--- src/rtl/fft_stage_sequencer_if.sv ---
// fft_stage_sequencer_if
// Bundles the control/issue signals between the FFT stage sequencer and
// the butterfly datapath.
//   i_start                   : start pulse (sampled only when sequencer is idle)
//   i_stall                   : memory-port hold, suppresses issue
//   o_addr1 / o_addr2         : read word addresses of the issued pair
//   o_valid                   : issued pair is valid
//   o_stride                  : butterfly span in samples (2^stage)
//   o_twiddle_offset1..4      : twiddle index for butterflies 1-4
//   o_stage                   : current stage
//   o_busy / o_done           : busy level / one-cycle completion pulse
//   o_cycle_count             : busy-cycle counter, only with FFT_SEQ_PERF_CNT_EN
// Modport master is taken by the sequencer, slave by the datapath side.
interface fft_stage_sequencer_if;
   logic       i_start;
   logic       i_stall;
   logic [7:0] o_addr1;
   logic [7:0] o_addr2;
   logic       o_valid;
   logic [9:0] o_stride;
   logic [8:0] o_twiddle_offset1;
   logic [8:0] o_twiddle_offset2;
   logic [8:0] o_twiddle_offset3;
   logic [8:0] o_twiddle_offset4;
   logic [3:0] o_stage;
   logic       o_busy;
   logic       o_done;
`ifdef FFT_SEQ_PERF_CNT_EN
   logic [15:0] o_cycle_count;

   modport master (
      input  i_start, i_stall,
      output o_addr1, o_addr2, o_valid, o_stride,
             o_twiddle_offset1, o_twiddle_offset2, o_twiddle_offset3, o_twiddle_offset4,
             o_stage, o_busy, o_done, o_cycle_count
   );
   modport slave (
      output i_start, i_stall,
      input  o_addr1, o_addr2, o_valid, o_stride,
             o_twiddle_offset1, o_twiddle_offset2, o_twiddle_offset3, o_twiddle_offset4,
             o_stage, o_busy, o_done, o_cycle_count
   );
`else
   modport master (
      input  i_start, i_stall,
      output o_addr1, o_addr2, o_valid, o_stride,
             o_twiddle_offset1, o_twiddle_offset2, o_twiddle_offset3, o_twiddle_offset4,
             o_stage, o_busy, o_done
   );
   modport slave (
      output i_start, i_stall,
      input  o_addr1, o_addr2, o_valid, o_stride,
             o_twiddle_offset1, o_twiddle_offset2, o_twiddle_offset3, o_twiddle_offset4,
             o_stage, o_busy, o_done
   );
`endif
endinterface

--- src/rtl/fft_stage_sequencer.sv ---
// fft_stage_sequencer
// Walks an in-place radix-2 FFT of N = 2^LOG2_N samples (4 samples per word)
// stage by stage, issuing one read word pair per cycle with the matching
// stride and four twiddle indices, then idling DRAIN_CYCLES cycles per stage
// so the datapath writeback can retire.
// Ports:
//   clk   : rising-edge clock
//   rst_n : asynchronous active-low reset
//   bus   : fft_stage_sequencer_if.master (start/stall in, issue/status out)
// Optional feature: define FFT_SEQ_PERF_CNT_EN to add the 16-bit saturating
// busy-cycle counter bus.o_cycle_count.
module fft_stage_sequencer #(
   parameter int LOG2_N       = 10,
   parameter int DRAIN_CYCLES = 5
) (
   input  logic                         clk,
   input  logic                         rst_n,
   fft_stage_sequencer_if.master        bus
);
   localparam int K_W = LOG2_N - 3;
   localparam int D_W = (DRAIN_CYCLES > 1) ? $clog2(DRAIN_CYCLES) : 1;

   localparam logic [K_W-1:0] K_LAST     = {K_W{1'b1}};
   localparam logic [3:0]     STAGE_LAST = 4'(LOG2_N - 1);
   localparam logic [D_W-1:0] DRAIN_LAST = D_W'(DRAIN_CYCLES - 1);

   localparam logic [1:0] ST_IDLE  = 2'd0;
   localparam logic [1:0] ST_ISSUE = 2'd1;
   localparam logic [1:0] ST_DRAIN = 2'd2;
   localparam logic [1:0] ST_DONE  = 2'd3;

   logic [1:0]     state_r;
   logic [K_W-1:0] k_r;
   logic [D_W-1:0] drain_cnt_r;
   logic [3:0]     stage_r;
   logic           valid_r;
   logic           busy_r;
   logic           done_r;
   logic [7:0]     addr1_r;
   logic [7:0]     addr2_r;
   logic [9:0]     stride_r;
   logic [8:0]     tw_r [4];

   logic [3:0]     sh_s;
   logic [3:0]     tw_sh_s;
   logic [15:0]    k16_s;
   logic [15:0]    sw16_s;
   logic [15:0]    grp16_s;
   logic [15:0]    ofs16_s;
   logic [15:0]    a1_16_s;
   logic [15:0]    r16_s;
   logic [7:0]     addr1_s;
   logic [7:0]     addr2_s;
   logic [8:0]     tw_s [4];

   // Address and twiddle generation for pair k of the current stage.
   always_comb begin
      sh_s    = 4'd0;
      r16_s   = 16'd0;
      // span in words is s/4, but never below one word for stages 0..2
      if (stage_r >= 4'd2) begin
         sh_s = stage_r - 4'd2;
      end else begin
         sh_s = 4'd0;
      end
      tw_sh_s = STAGE_LAST - stage_r;
      k16_s   = 16'(k_r);
      sw16_s  = 16'd1 << sh_s;
      grp16_s = k16_s >> sh_s;
      ofs16_s = k16_s & (sw16_s - 16'd1);
      a1_16_s = ((grp16_s << sh_s) << 1) + ofs16_s;
      addr1_s = 8'(a1_16_s);
      addr2_s = 8'(a1_16_s + sw16_s);
      for (int b = 0; b < 4; b++) begin
         // top-sample position within the butterfly span for butterfly b+1
         case (stage_r)
            4'd0:    r16_s = 16'd0;
            4'd1:    r16_s = 16'(b) & 16'd1;
            default: r16_s = (ofs16_s << 2) + 16'(b);
         endcase
         tw_s[b] = 9'(r16_s << tw_sh_s);
      end
   end

   // Stage/pair FSM with registered issue and status outputs.
   always_ff @(posedge clk or negedge rst_n) begin
      if (!rst_n) begin
         state_r     <= ST_IDLE;
         k_r         <= '0;
         drain_cnt_r <= '0;
         stage_r     <= 4'd0;
         valid_r     <= 1'b0;
         busy_r      <= 1'b0;
         done_r      <= 1'b0;
         addr1_r     <= 8'd0;
         addr2_r     <= 8'd0;
         stride_r    <= 10'd1;
         for (int b = 0; b < 4; b++) tw_r[b] <= 9'd0;
      end else begin
         case (state_r)
            ST_IDLE: begin
               valid_r <= 1'b0;
               done_r  <= 1'b0;
               if (bus.i_start) begin
                  state_r     <= ST_ISSUE;
                  stage_r     <= 4'd0;
                  k_r         <= '0;
                  drain_cnt_r <= '0;
                  busy_r      <= 1'b1;
               end else begin
                  busy_r      <= 1'b0;
               end
            end
            ST_ISSUE: begin
               // a stall only drops valid; the last issued pair stays on the bus
               if (!bus.i_stall) begin
                  valid_r  <= 1'b1;
                  addr1_r  <= addr1_s;
                  addr2_r  <= addr2_s;
                  stride_r <= 10'(16'd1 << stage_r);
                  for (int b = 0; b < 4; b++) tw_r[b] <= tw_s[b];
                  k_r      <= k_r + 1'b1;
                  if (k_r == K_LAST) begin
                     state_r     <= ST_DRAIN;
                     drain_cnt_r <= '0;
                  end else begin
                     state_r     <= ST_ISSUE;
                  end
               end else begin
                  valid_r <= 1'b0;
               end
            end
            ST_DRAIN: begin
               valid_r <= 1'b0;
               if (drain_cnt_r == DRAIN_LAST) begin
                  drain_cnt_r <= '0;
                  if (stage_r == STAGE_LAST) begin
                     state_r <= ST_DONE;
                  end else begin
                     stage_r <= stage_r + 4'd1;
                     k_r     <= '0;
                     state_r <= ST_ISSUE;
                  end
               end else begin
                  drain_cnt_r <= drain_cnt_r + 1'b1;
               end
            end
            ST_DONE: begin
               valid_r <= 1'b0;
               done_r  <= 1'b1;
               busy_r  <= 1'b0;
               state_r <= ST_IDLE;
            end
            default: begin
               state_r <= ST_IDLE;
               valid_r <= 1'b0;
               busy_r  <= 1'b0;
               done_r  <= 1'b0;
            end
         endcase
      end
   end

   assign bus.o_addr1           = addr1_r;
   assign bus.o_addr2           = addr2_r;
   assign bus.o_valid           = valid_r;
   assign bus.o_stride          = stride_r;
   assign bus.o_twiddle_offset1 = tw_r[0];
   assign bus.o_twiddle_offset2 = tw_r[1];
   assign bus.o_twiddle_offset3 = tw_r[2];
   assign bus.o_twiddle_offset4 = tw_r[3];
   assign bus.o_stage           = stage_r;
   assign bus.o_busy            = busy_r;
   assign bus.o_done            = done_r;

`ifdef FFT_SEQ_PERF_CNT_EN
   logic [15:0] cycle_cnt_r;

   // Busy-cycle counter: cleared by a start in IDLE, saturating, held while idle.
   always_ff @(posedge clk or negedge rst_n) begin
      if (!rst_n) begin
         cycle_cnt_r <= 16'd0;
      end else if (state_r == ST_IDLE) begin
         if (bus.i_start) begin
            cycle_cnt_r <= 16'd0;
         end else begin
            cycle_cnt_r <= cycle_cnt_r;
         end
      end else if (cycle_cnt_r != 16'hFFFF) begin
         cycle_cnt_r <= cycle_cnt_r + 16'd1;
      end else begin
         cycle_cnt_r <= cycle_cnt_r;
      end
   end

   assign bus.o_cycle_count = cycle_cnt_r;
`endif
endmodule

--- src/flat_wrapper.sv ---
// flat-port wrapper written by rule: the top's interface ports become plain ports
module fft_stage_sequencer_flat 
#(
   parameter int LOG2_N       = 10,
   parameter int DRAIN_CYCLES = 5
)
  (clk, rst_n, bus_i_start, bus_i_stall, bus_o_addr1, bus_o_addr2, bus_o_valid, bus_o_stride, bus_o_twiddle_offset1, bus_o_twiddle_offset2, bus_o_twiddle_offset3, bus_o_twiddle_offset4, bus_o_stage, bus_o_busy, bus_o_done);
  fft_stage_sequencer_if bus_i ();
  input  logic clk;
  input  logic rst_n;
  input wire logic [$bits(bus_i.i_start)-1:0] bus_i_start;
  input wire logic [$bits(bus_i.i_stall)-1:0] bus_i_stall;
  output wire logic [$bits(bus_i.o_addr1)-1:0] bus_o_addr1;
  output wire logic [$bits(bus_i.o_addr2)-1:0] bus_o_addr2;
  output wire logic [$bits(bus_i.o_valid)-1:0] bus_o_valid;
  output wire logic [$bits(bus_i.o_stride)-1:0] bus_o_stride;
  output wire logic [$bits(bus_i.o_twiddle_offset1)-1:0] bus_o_twiddle_offset1;
  output wire logic [$bits(bus_i.o_twiddle_offset2)-1:0] bus_o_twiddle_offset2;
  output wire logic [$bits(bus_i.o_twiddle_offset3)-1:0] bus_o_twiddle_offset3;
  output wire logic [$bits(bus_i.o_twiddle_offset4)-1:0] bus_o_twiddle_offset4;
  output wire logic [$bits(bus_i.o_stage)-1:0] bus_o_stage;
  output wire logic [$bits(bus_i.o_busy)-1:0] bus_o_busy;
  output wire logic [$bits(bus_i.o_done)-1:0] bus_o_done;
  assign bus_i.i_start = bus_i_start;
  assign bus_i.i_stall = bus_i_stall;
  assign bus_o_addr1 = bus_i.o_addr1;
  assign bus_o_addr2 = bus_i.o_addr2;
  assign bus_o_valid = bus_i.o_valid;
  assign bus_o_stride = bus_i.o_stride;
  assign bus_o_twiddle_offset1 = bus_i.o_twiddle_offset1;
  assign bus_o_twiddle_offset2 = bus_i.o_twiddle_offset2;
  assign bus_o_twiddle_offset3 = bus_i.o_twiddle_offset3;
  assign bus_o_twiddle_offset4 = bus_i.o_twiddle_offset4;
  assign bus_o_stage = bus_i.o_stage;
  assign bus_o_busy = bus_i.o_busy;
  assign bus_o_done = bus_i.o_done;
  fft_stage_sequencer #(.LOG2_N(LOG2_N), .DRAIN_CYCLES(DRAIN_CYCLES)) u_core (.clk(clk), .rst_n(rst_n), .bus(bus_i));
endmodule
--- config.mk ---
export PLATFORM = sky130hd
export DESIGN_NAME = fft_stage_sequencer_flat
export DESIGN_NICKNAME = d
export VERILOG_FILES = /design/src/rtl/fft_stage_sequencer_if.sv /design/src/rtl/fft_stage_sequencer.sv /design/src/flat_wrapper.sv
export SDC_FILE = /design/constraint.sdc
export NUM_CORES = 1
export LEC_CHECK = 0
export ABC_AREA = 1
export CORE_MARGIN = 3
export CORE_UTILIZATION = 31
export DETAILED_ROUTE_END_ITERATION = 10
export SETUP_SLACK_MARGIN = 0.15
export SLEW_MARGIN = 20
export SYNTH_ARGS = -nofsm -noshare
export SYNTH_HDL_FRONTEND = slang
export SYNTH_SLANG_ARGS = --single-unit
--- constraint.sdc ---
create_clock -name clk -period 5.45 [get_ports clk]
set_input_delay 1.09 -clock clk [delete_from_list [all_inputs] [get_ports clk]]
set_output_delay 1.09 -clock clk [all_outputs]
set_load 0.01 [all_outputs]
Word level (Yosys, flattened, before mapping)
Cells that the tools add are included.
Widths: inputs -> output; s select.
{ "word_totals": {"out_inout_bits": 69, "input_bits": 4, "wordCells": 90, "ff_bits": 81} }
{ "classes": {"bitwise_logic": 2, "n_shift": 8, "n_eq_ne": 12, "n_mux": 30, "add_sub_neg": 11, "n_lt_le_gt_ge": 1, "n_reduce_logical": 12} }
{ "ops": {"columns": ["cell", "count"], "rows": [
  ["$pmux 16 s2", 2],
  ["$shl 16x4->9", 4],
  ["$add 16x2->16 const B", 2],
  ["$mux 16", 2],
  ["$mux 7", 4],
  ["$pmux 7 s3", 1],
  ["$add 16x1->16 const B", 1],
  ["$add 8x8->8", 2],
  ["$mux 4", 4],
  ["$shl 16x4->7", 1],
  ["$shr 7x4->16", 1],
  ["$and 7x14->14", 1],
  ["$shl 1x4->14 const A", 1],
  ["$sub 14x1->14 const B", 1],
  ["$mux 3", 4],
  ["$mux 2", 5],
  ["$shl 1x4->10 const A", 1],
  ["$pmux 3 s3", 1],
  ["$pmux 2 s4", 1],
  ["$pmux 4 s2", 1],
  ["$reduce_and 4->1", 2],
  ["$add 7x1->7 const B", 1],
  ["$eq 7x7->1 const B", 1],
  ["$ne 2x2->1 const B", 3],
  ["other kinds (23)", 29]
]} }

Depth between registers and ports, before layout
{ "logic_depth": {"depth_word": 8, "ltp_mapped": 33, "ltp_nobuf": 32} }

Least setup slack after synthesis
No wires, ideal clock.
{ "synth_path": {"path_type": "reg-to-reg", "start": "register u_core.stage_r[1], in the netlist u_core.bus.o_stage[1]", "end": "register u_core.addr2_r[7], in the netlist u_core.bus.o_addr2[7]", "path_buffers": 1, "t_arrival_ps": 4424, "synth_period_minus_slack_ps": 4542, "setup_ps": 118, "path_stages_with_launch": 29, "path_slack_ps": 908, "required_ps": 5332, "cell_sequence": "dfrtp_1 -> inv_2 -> buf_2 -> ha_1 -> nor2_1 -> nor2_4 -> nand2_4 -> nand2_8 -> nor2_8 -> inv_1 -> nor2_1 -> inv_1 -> ha_1 -> nor2_1 -> ha_1 -> inv_1 -> fa_1 -> xnor2_1 -> ha_1 -> inv_1 -> o31ai_1 -> nand2_1 -> nand2_1 -> a21oi_1 -> xor2_1 -> inv_1 -> nand3_1 -> nand3_1 -> nand2_1"} }
{ "synth_via": {"elab_chain_cells": 7, "word_cells_on_any_way": 10, "classes_between": "add/sub (4); order compare (1); shift (3); mux (1); bitwise (1)"} }
{ "synth_lines": {"columns": ["item", "line_no", "source"], "rows": [
  ["from (decl)", "fft_stage_sequencer.sv:35", "logic [3:0] stage_r;"],
  ["from (signal assigned)", "fft_stage_sequencer.sv:140", "stage_r <= stage_r + 4'd1;"],
  ["$sub 4x2->4 or $ge 4x2->1 (tied branches)", "fft_stage_sequencer.sv:62, fft_stage_sequencer.sv:61", null],
  ["$mux 4 *", "fft_stage_sequencer.sv:61", "if (stage_r >= 4'd2) begin"],
  ["$shl 1x4->14", "fft_stage_sequencer.sv:68", "sw16_s = 16'd1 << sh_s;"],
  ["$sub 14x1->14", "fft_stage_sequencer.sv:70", "ofs16_s = k16_s & (sw16_s - 16'd1);"],
  ["$and 7x14->14", "fft_stage_sequencer.sv:70", null],
  ["$add 8x8->8 *", "fft_stage_sequencer.sv:71", "a1_16_s = ((grp16_s << sh_s) << 1) + ofs16_s;"],
  ["named net u_core.a1_16_s[3]", "fft_stage_sequencer.sv:50", "logic [15:0] a1_16_s;"],
  ["$add 8x8->8 *", "fft_stage_sequencer.sv:73", "addr2_s = 8'(a1_16_s + sw16_s);"],
  ["to (signal assigned)", "fft_stage_sequencer.sv:119", "addr2_r <= addr2_s;"],
  ["to (decl)", "fft_stage_sequencer.sv:40", "logic [7:0] addr2_r;"]
]} }
The timed path passes the listed nets; every way through them passes the cells marked *.
A chain may end at the register's enable or synchronous reset.

Final worst setup path
{ "layout_path": {"start": "register u_core.stage_r[2], in the netlist u_core.bus.o_stage[2]", "end": "register u_core.addr2_r[7], in the netlist u_core.bus.o_addr2[7]"} }
The elaborated chain is that of the path after synthesis.

==> summary.md <==
* **cts bufs inserted** 9
* **number of H-tree branching levels** 3
* **sequential-to-total area share from yosys stat** 39.8%
* **count of state elements after synthesis** 77
* **height of the die** 131 um
* **synthesized instance count** 604
* **placed cell areas** 5720 um^2
* **fraction of registers with async set/reset** 100%
* **vias** 4365
* **RD Place Congestion** 0.859
* **maximum clock frequency** 209 MHz
* **Worst Clk Skew** 0.00696 ns
* **Hold Path Class** reg2reg
* **fraction of layout instances using a drive strength above 1** 10.5%
* **Placement Rows** 45
* **Worst setup EP type** flip-flop
* **Yosys cell types** 52
* **Required @ worst endpoint** 5.68 ns
* **Ys Warns** 0
* **Std-Cell Core Area** 15300 um^2
* **post-route ant nets** 0
* **number of synthesized flops with an enable pin** 0
* **number of standard cells in the final layout excluding fillers** 888
* **number of buffers on the longest clock path** 2
* **insertion delay of the later-clocked pin in the worst-skew pair** 0.34 ns
* **number of antenna violations at the first check in global routing** 0
* **number of nets in the layout** 708
* **buffer cell driving the clock tree root** sky130_fd_sc_hd__clkbuf_16
* **WHS** 0.472 ns
* **most used flip-flop cell after synthesis** sky130_fd_sc_hd__dfrtp_1
* **transition time of the tightest slew-check pin** 0.594 ns
* **global-route usage over all layers** 15.3%
* **wire length of the first global-routing pass** 20900 um
* **maximum number of pins on one net before global-route repair** 78
* **crit path launch type** flip-flop
* **clock edge transition at the registers on the reported setup and hold paths** 0.06 ns
* **Avg WL per Cell** 14.4 um
* **static leakage** 2.90 nW
* **wire length on met1** 6100 um
* **total power divided by cell area** 321 nW/um^2
* **final number of max-transition violations** 0
* **DR WL met2** 5740 um
* **vias in the first global route** 4188
* **ratio of final minimum period to clock period** 87.8%
* **unrepaired setup endpoints after global routing** no
* **Avg Vias per Cell** 4.92
* **number of fill cells** 1566
* **number of max-cap violations** 0
* **Post CTS Setup Buffer Count** 0
* **sum of routed wire length over all layers** 12800 um
* **maximum fanout along the worst path** 10
* **die extent in x** 131 um
* **worst ir drop on vdd** 0.000253 V
* **number of diodes added for antenna fixing** 0
* **Initial DRT Pass Iterations** 5
* **count of boundary I/O pins** 73
* **Area growth syn-to-layout** 25.3%
* **count of instances resized after the clock tree is built** 0
* **final hold violation count** 0
* **Initial Utilization** 31.7%
* **die area** 17100 um^2
* **status** finished clean
* **Data arrival, critical path** 5.02 ns
* **post-route cell area** 6060 um^2
* **Placed Instances** 871
* **clock tree from TritonCTS** yes
* **drt drc** 0
* **count of hold buffers inserted by post-cts repair** 0
* **Starting DRT DRC Count** 271
* **Total Neg Setup Slack** 0 ns
* **combined area of all synthesized cells** 4840 um^2
* **Port Buffers** 69
* **Rel. slew slack** 60.4%
* **final critical-path required period** 4.79 ns
* **Finish-stage setup viols** 0
* **post-synthesis area per instance** 8.01 um^2
* **Met3 Routed Length** 840 um
* **clock sink count** 77
* **top layer in use** met4
* **global route total overflow** 0
* **critical path class** reg2reg
* **estimated wirelength of the detail-placed design** 9630 um
## state kept, by name, indices dropped and copies added (netlist names), 2 cells and up
signal and count:
u_core.bus.o_twiddle_offset2 8, u_core.bus.o_twiddle_offset1 7, u_core.k_r 7, u_core.bus.o_addr1 8
u_core.bus.o_stride 10, u_core.bus.o_stage 4, u_core.bus.o_twiddle_offset4 9, u_core.bus.o_addr2 8
u_core.drain_cnt_r 3, u_core.state_r 2, u_core.bus.o_twiddle_offset3 8
## through the flow
stage          power, mW  setup slack [ns]  utilization [%]
2_1_floorplan       1.09             0.908                -
3_3_place_gp        1.32             0.831             37.5
3_5_place_dp        1.33             0.678             37.5
4_1_cts             1.96             0.650             39.6
5_1_grt             2.08             0.270             39.7
6_report            1.95             0.665             39.7
## metal layers
metal	global-route usage [%]	vias up
met5	0	-
met4	4.78	0
met3	4.07	18
met2	23.1	128
met1	21.4	2091
li1	-	2128
## cells in the mapped netlist (all sizes together), types with 4 or more instances
cell type / number / area, um^2
clkbuf: 10 / 37.5
a31oi: 4 / 25.0
buf: 10 / 71.3
inv: 78 / 295
xor2: 4 / 35.0
nor2: 55 / 274
ha: 30 / 375
a22o: 11 / 96.3
o31ai: 4 / 30.0
a21oi: 28 / 148
dfrtp: 76 / 1900
nand3: 45 / 243
o211ai: 5 / 52.6
o21ai: 56 / 299
nand2: 147 / 628
nand4: 5 / 31.3
nor3: 11 / 60.1
## critical path, stage by stage (launching register included)
cell                      delay (ns)
sky130_fd_sc_hd__dfrtp_1        0.54
sky130_fd_sc_hd__inv_2          0.13
sky130_fd_sc_hd__ha_1           0.23
sky130_fd_sc_hd__nand2_4        0.09
sky130_fd_sc_hd__nand3_4        0.14
sky130_fd_sc_hd__nand2_4        0.16
sky130_fd_sc_hd__nand2_8        0.10
sky130_fd_sc_hd__nor2_8         0.13
sky130_fd_sc_hd__inv_1          0.06
sky130_fd_sc_hd__nor2_1         0.24
sky130_fd_sc_hd__inv_1          0.09
sky130_fd_sc_hd__ha_1           0.29
sky130_fd_sc_hd__nor2_1         0.23
sky130_fd_sc_hd__ha_1           0.22
sky130_fd_sc_hd__inv_1          0.05
sky130_fd_sc_hd__fa_1           0.39
sky130_fd_sc_hd__xnor2_1        0.17
sky130_fd_sc_hd__ha_1           0.35
sky130_fd_sc_hd__inv_1          0.07
sky130_fd_sc_hd__o31ai_1        0.31
sky130_fd_sc_hd__nand2_1        0.11
sky130_fd_sc_hd__nand2_1        0.08
sky130_fd_sc_hd__a21oi_1        0.07
sky130_fd_sc_hd__xor2_1         0.16
sky130_fd_sc_hd__inv_1          0.07
sky130_fd_sc_hd__nand3_1        0.07
sky130_fd_sc_hd__nand3_1        0.07
sky130_fd_sc_hd__nand2_1        0.05
## power by group
| group | internal (mW) | switching (mW) | total (mW) |
|---|---|---|---|
| registers | 0.644 | 0.0614 | 0.706 |
| logic | 0.230 | 0.381 | 0.612 |
| clock network | 0.392 | 0.236 | 0.628 |
## placed cells by master (no fill, tap or decap), drive strengths merged, types with 6 or more instances in the layout
cell,Yosys,final
nand2,147,147
inv,78,78
dfrtp,76,76
clkdlybuf4s50,0,68
o21ai,56,56
nor2,55,55
nand3,45,45
ha,30,30
a21oi,28,28
clkbuf,10,13
a22o,11,11
nor3,11,11
buf,10,6
## layout make-up
cell class              count  area, um^2  share of cell area (%)
clock buffers              13         270                    4.46
flip-flops and latches     77        1930                    31.8
inverters                  78         295                    4.87
repair buffers             74         746                    12.3
multi-input cells         432        2520                    41.5
well taps                 211         264                    4.35
clock inverters             3        42.5                   0.701
## logic make-up after synthesis
| logic type | share of synthesized area, % |
|---|---|
| xor+xnor | 1.27 |
| compound gates | 15.4 |
| other cells | 0.0775 |
| fa+ha+maj | 8.58 |
| simple gates | 26.5 |
| flops | 39.8 |
| buf+inv | 8.35 |
## worst paths after layout
kind                                        from                      to  slack, ns  depth (start not counted)
max                        u_core.bus.o_stage[2]   u_core.bus.o_addr2[7]       0.66                         27
min                        u_core.bus.o_addr1[1]   u_core.bus.o_addr1[1]       0.47                          2
max reg2reg                u_core.bus.o_stage[2]   u_core.bus.o_addr2[7]       0.66                         27
min reg2reg                u_core.bus.o_addr1[1]   u_core.bus.o_addr1[1]       0.47                          2
max in group asynchronous                  rst_n  u_core.bus.o_stride[0]       4.18                          2
min in group asynchronous                  rst_n   u_core.bus.o_stage[1]       0.64                          1
(Power assumes the default switching activity.)
